## config.mk

```make
export PLATFORM = sky130hd
export DESIGN_NAME = ex_hazard_ctrl
export DESIGN_NICKNAME = d
export VERILOG_FILES = /design/src/rtl/ex_hazard_ctrl.sv
export SDC_FILE = /design/constraint.sdc
export NUM_CORES = 1
export LEC_CHECK = 0
export CORE_MARGIN = 8
export CORE_UTILIZATION = 49
export CTS_CLUSTER_DIAMETER = 100
export DETAILED_ROUTE_END_ITERATION = 7
export PLACE_DENSITY = 0.85
export SLEW_MARGIN = 20
export SYNTH_ARGS = -nofsm -noshare
export SYNTH_HDL_FRONTEND = slang
export SYNTH_SLANG_ARGS = --single-unit
export TNS_END_PERCENT = 10
```

## constraint.sdc

```tcl
create_clock -name clk -period 4.3 [get_ports clk]
set_input_delay 0.43 -clock clk [delete_from_list [all_inputs] [get_ports clk]]
set_output_delay 0.43 -clock clk [all_outputs]
set_load 0.005 [all_outputs]
```

## src/rtl/ex_hazard_ctrl.sv

```systemverilog
// ex_hazard_ctrl: ID/EX stall/flush sequencing for load-use, EX redirects and multi-cycle FPU ops,
// plus a saturating stall-cycle performance counter.
module ex_hazard_ctrl #(
   parameter int unsigned REGFILE_LEN = 6,
   parameter int unsigned FPU_OP_WIDTH = 6,
   parameter logic [FPU_OP_WIDTH-1:0] FPU_DIV_OP = 6'd3,
   parameter logic [FPU_OP_WIDTH-1:0] FPU_SQRT_OP = 6'd11,
   parameter int unsigned DIV_CYCLES = 16,
   parameter int unsigned SQRT_CYCLES = 20,
   parameter int unsigned CNT_WIDTH = 5,
   parameter int unsigned PERF_WIDTH = 32
) (
   input  logic                    clk,
   input  logic                    rst,
   input  logic [REGFILE_LEN-1:0]  id_rs1,
   input  logic [REGFILE_LEN-1:0]  id_rs2,
   input  logic                    id_uses_rs1,
   input  logic                    id_uses_rs2,
   input  logic [REGFILE_LEN-1:0]  ex_rd,
   input  logic                    ex_mem_read,
   input  logic                    ex_alu_fpu,
   input  logic [FPU_OP_WIDTH-1:0] ex_fpu_op,
   input  logic                    ex_redirect,
   output logic                    pc_stall,
   output logic                    if_id_stall,
   output logic                    if_id_flush,
   output logic                    id_ex_stall,
   output logic                    id_ex_flush,
   output logic                    ex_mem_bubble,
   output logic                    fpu_done,
   output logic                    fpu_busy,
   output logic [PERF_WIDTH-1:0]   stall_cycles
);
   typedef enum logic {IDLE, BUSY} state_t;
   state_t state_q, state_d;
   logic [CNT_WIDTH-1:0] cnt_q, cnt_d;
   logic [PERF_WIDTH-1:0] perf_q, perf_d;
   logic is_div, long_op, idle, start, busy_hold, busy_done, hold, redir, hazard, lu;
   assign is_div    = ex_fpu_op == FPU_DIV_OP;
   assign long_op   = ex_alu_fpu & (is_div | ex_fpu_op == FPU_SQRT_OP);
   assign idle      = state_q == IDLE;
   assign start     = idle & long_op;
   assign busy_hold = state_q == BUSY & cnt_q != '0;
   assign busy_done = state_q == BUSY & cnt_q == '0;
   assign hold      = start | busy_hold;
   assign hazard    = ex_mem_read & ex_rd != '0 &
                      ((id_uses_rs1 & id_rs1 == ex_rd) | (id_uses_rs2 & id_rs2 == ex_rd));
   // Redirect outranks load-use; neither applies while EX holds an FPU op.
   assign redir     = idle & ~long_op & ex_redirect;
   assign lu        = idle & ~long_op & ~ex_redirect & hazard;
   assign pc_stall      = ~rst & (hold | lu);
   assign if_id_stall   = ~rst & (hold | lu);
   assign if_id_flush   = ~rst & redir;
   assign id_ex_stall   = ~rst & hold;
   assign id_ex_flush   = ~rst & (redir | lu);
   assign ex_mem_bubble = ~rst & hold;
   assign fpu_done      = ~rst & busy_done;
   assign fpu_busy      = ~rst & state_q == BUSY;
   assign stall_cycles  = perf_q;
   always_comb begin
      state_d = start ? BUSY : busy_done ? IDLE : state_q;
      cnt_d   = start ? CNT_WIDTH'(is_div ? DIV_CYCLES - 2 : SQRT_CYCLES - 2) :
                busy_hold ? cnt_q - 1'b1 : cnt_q;
      perf_d  = (pc_stall & perf_q != '1) ? perf_q + 1'b1 : perf_q;
   end
   always_ff @(posedge clk or posedge rst) begin
      if (rst) begin
         state_q <= IDLE;
         cnt_q   <= '0;
         perf_q  <= '0;
      end else begin
         state_q <= state_d;
         cnt_q   <= cnt_d;
         perf_q  <= perf_d;
      end
   end
endmodule

```

==> impl_summary.txt <==
----------------------------------------------------
[STA]
  Setup TNS after final layout ... 0 ns
  Total count of max-transition violations in the final report ... 0
  Max transition margin ... 0.4526
  Period Utilization, post-route ... 0.7284
  Pin slew with the least headroom to its limit ... 0.8097 ns
  Setup repair after global routing missed its margin ... false
  Number of endpoints failing setup at the final stage ... 0
  Highest attainable clock frequency ... 319.3 MHz
  Setup skew after layout ... 0.01036 ns
  Tmin final ... roughly 3.1 ns
  Final count of hold timing violations ... 0

[Cells and area]
  Post-layout instance count excluding filler cells ... 319
  Post-Route Utilization ... 0.6866
  Total Nets Final ... 300
  Area overhead of the layout relative to synthesis ... 38.30%
  Share of post-route cells with drive strength above 1 ... 0.05993
  Number of inserted diodes ... 0

[Floorplan]
  Die X ... roughly 82 um
  Core Footprint ... 4264 um2
  Die Footprint ... 6680 um2
  Std cell rows ... 24
  Top-Level Pins ... 71
  Vertical extent of the die ... 81.73 um
  Starting utilization of the core area ... 0.4965

[Critical path]
  Critical path class ... flop to primary output
  Worst path required time ... 3.87 ns
  Capture point of the worst reg-to-reg path ... stall_cycles[25]
  Slowest cell on crit path ... sky130_fd_sc_hd__nor4b_1
  Critical Path AT ... 2.70 ns
  Cell count of the worst reg-to-reg path ... 8
  Crit path capture type ... primary output
  Worst reg2reg setup slack ... 1.71 ns
  Maximum fanout encountered on the critical timing path ... 4
  Worst setup SP type ... flop
  Reg-to-Reg Start ... cnt_q[0]
  Most Frequent Cell on Critical Path ... sky130_fd_sc_hd__inv_1
  Worst path max stage delay ... 0.68 ns
  Chain of cells forming the critical path ... inv_1, ha_1, nor4b_1, a211oi_4, a31oi_2, inv_1, clkdlybuf4s50_1

[Power and ir drop]
  Total leakage power ... 1.229 nW
  Largest vdd supply drop ... 0.1866 mV
  Cell area power density ... 363.1 nW/um2

[Clock tree]
  Gates resized, CTS repair ... 0
  CTS H-tree lvls ... 2
  Hold buffer count at CTS ... 0
  Clock Sinks ... 38
  Total clock buffers created by CTS ... 5
  Clock tree from TritonCTS ... done
  Clock latency on the worst-skew pair ... between 0.2 and 0.3 ns
  Buffer count from post-CTS setup fixing ... 0
  Clk Tree Root Cell ... sky130_fd_sc_hd__clkbuf_8
  Max Buffers Root-to-Sink ... 2
  Clock input transition at the sequential cells of the worst setup and hold paths ... around 0.080 ns

[Logic synthesis]
  FFs w/ async S/R, synth ... 1.000
  Commonest cells in the netlist ... sky130_fd_sc_hd__xnor2_1 (39), sky130_fd_sc_hd__dfrtp_1 (38), sky130_fd_sc_hd__and3_1 (19)
  Count of distinct cell types in the synthesized netlist ... 39
  Main area contributors after synthesis ... sky130_fd_sc_hd__dfrtp_1 (45%), sky130_fd_sc_hd__xnor2_1 (16%), sky130_fd_sc_hd__and3_1 (5.6%)
  Average cell area after synthesis ... 10.80 um2
  Warning count from the yosys run ... 0
  Net Count, Synth ... 230
  Top-area cell type share of the netlist area ... 0.4492
  Cell with the most instances after synthesis ... sky130_fd_sc_hd__xnor2_1
  Main synth FF type ... sky130_fd_sc_hd__dfrtp_1
  Post-synth design cell area ... 2117 um2
  Number of enable flip-flop cells after synthesis ... 0
  Number of storage elements in the synthesis netlist ... 38
  Mapped Cells ... 196
  Post-synthesis sequential area ratio ... 0.4492
  Yosys top cell by area ... sky130_fd_sc_hd__dfrtp_1

[GRT]
  Largest net degree at the start of global routing ... 39
  Aggregate global-route resource usage ... 0.1631
  Vias in the first global route ... 1847
  GRT overflow ... 0
  Number of antenna violations at the first check in global routing ... 0
  Wire length of the first global-routing pass ... between 8000 and 9000 um

[Placed design]
  Quantity of I/O buffers inserted on ports ... 70
  Half-perimeter wire length after placement ... 4081 um
  GP Congestion ... 0.7262
  Post-placement cell count ... 311

[Min path]
  Number of cells on the worst hold path ... 1
  Worst Hold Launch ... stall_cycles[8]
  End point of the most critical hold path ... stall_cycles[8]
  Classification of the worst-slack hold path ... flop to flop

[Routing]
  Initial drt markers ... 100
  Vias after detailed routing ... around 1700
  Per-cell routed wire length ... 16.27 um
  First-pass iteration count of the detailed router ... 4
  Count of unresolved DRC violations after routing ... 0
  Post-route ant nets ... 0
  Final Routed Wirelength ... 5190 um
  Routed via count divided by cell count ... 5.470

[Job]
  Max-cap check violation count ... 0

[Status]
  Outcome ... finished clean

----------------------------------------------------
-- through the flow --
step / area (um2) / power [mW] / worst slack [ns] / hold WS (ns)
finish: 2928 / 1.063 / 1.168 / 0.4848
global route: 2928 / 1.124 / 0.9408 / 0.5081
CTS: 2928 / 1.072 / 1.129 / 0.4937
detailed placement: 2836 / 0.8195 / 1.253 / 0.4836
global placement: 2836 / 0.8061 / 1.353 / 0.4772
floorplan: 2117 / 0.6712 / 2.067 / 0.4807
-- cell families (layout without fill, tap and decap cells) --
| family | Yosys count | count (layout) | synth area share |
|---|---|---|---|
| buffers and inverters | 13 | 84 | 0.03427 |
| AND/OR/NAND/NOR | 80 | 80 | 0.2346 |
| multiplexers | 2 | 2 | 0.01005 |
| AO/OA/AOI/OAI | 17 | 17 | 0.07625 |
| adder cells (fa/ha/maj) | 3 | 3 | 0.01773 |
| flip-flops | 38 | 38 | 0.4492 |
| XOR/XNOR | 43 | 43 | 0.1779 |
-- worst max-delay path: cells and delay by family, from the launching register on --
kind | cells | cell delay, ns
buf+inv | 3 | 0.69
simple gates | 1 | 0.68
compound gates | 2 | 0.46
fa+ha+maj | 1 | 0.21
flops | 1 | 0.38
-- layout by cell type (no fill, tap or decap), drive strengths merged, types with 3 or more instances in the layout --
cell / netlist / layout
clkbuf: 3 / 7
and3: 19 / 19
clkdlybuf4s50: 0 / 70
xnor2: 39 / 39
o21ai: 5 / 5
nand3: 14 / 14
and2: 6 / 6
dfrtp: 38 / 38
nor4b: 3 / 3
inv: 5 / 5
xor2: 4 / 4
a31oi: 3 / 3
ha: 3 / 3
nand4: 14 / 14
nand2: 8 / 8
and4: 5 / 5
-- flip-flops by register name, summed over array words and instances (netlist names) --
signal        flops
cnt_q             5
stall_cycles     32
state_q           1
-- how the worst max path moves through the flow --
stage,from,to,slack [ns]
global placement,ex_rd[2],pc_stall,1.35
global route,cnt_q[0],if_id_stall,0.94
detailed placement,ex_fpu_op[2],stall_cycles[1],1.25
CTS,cnt_q[0],if_id_stall,1.13
floorplan,cnt_q[0],pc_stall,2.07
finish,cnt_q[0],pc_stall,1.17
-- report_power, final --
part           internal [mW]  switching (mW)
sequential             0.404          0.0652
combinational          0.184           0.157
clock                  0.129           0.124
total                  0.717           0.346
-- final cells by class --
class,instances,area (um2)
Fill cell,345,1336
Multi-Input combinational cell,145,1094
Sequential cell,38,950.9
Timing Repair Buffer,71,708.2
Clock buffer,7,86.33
Tap cell,52,65.06
Inverter,5,18.77
Clock inverter,1,5.005
-- layer usage --
| layer | up-vias | global-route usage | share of wire |
|---|---|---|---|
| li1 | 838 | - | - |
| met1 | 829 | 0.1758 | 0.39 |
| met2 | 72 | 0.2707 | 0.48 |
| met3 | 6 | 0.08862 | 0.12 |
| met4 | 0 | 0.04737 | 0.011 |
| met5 | - | 0 | 0 |
(Power assumes the default switching activity.)
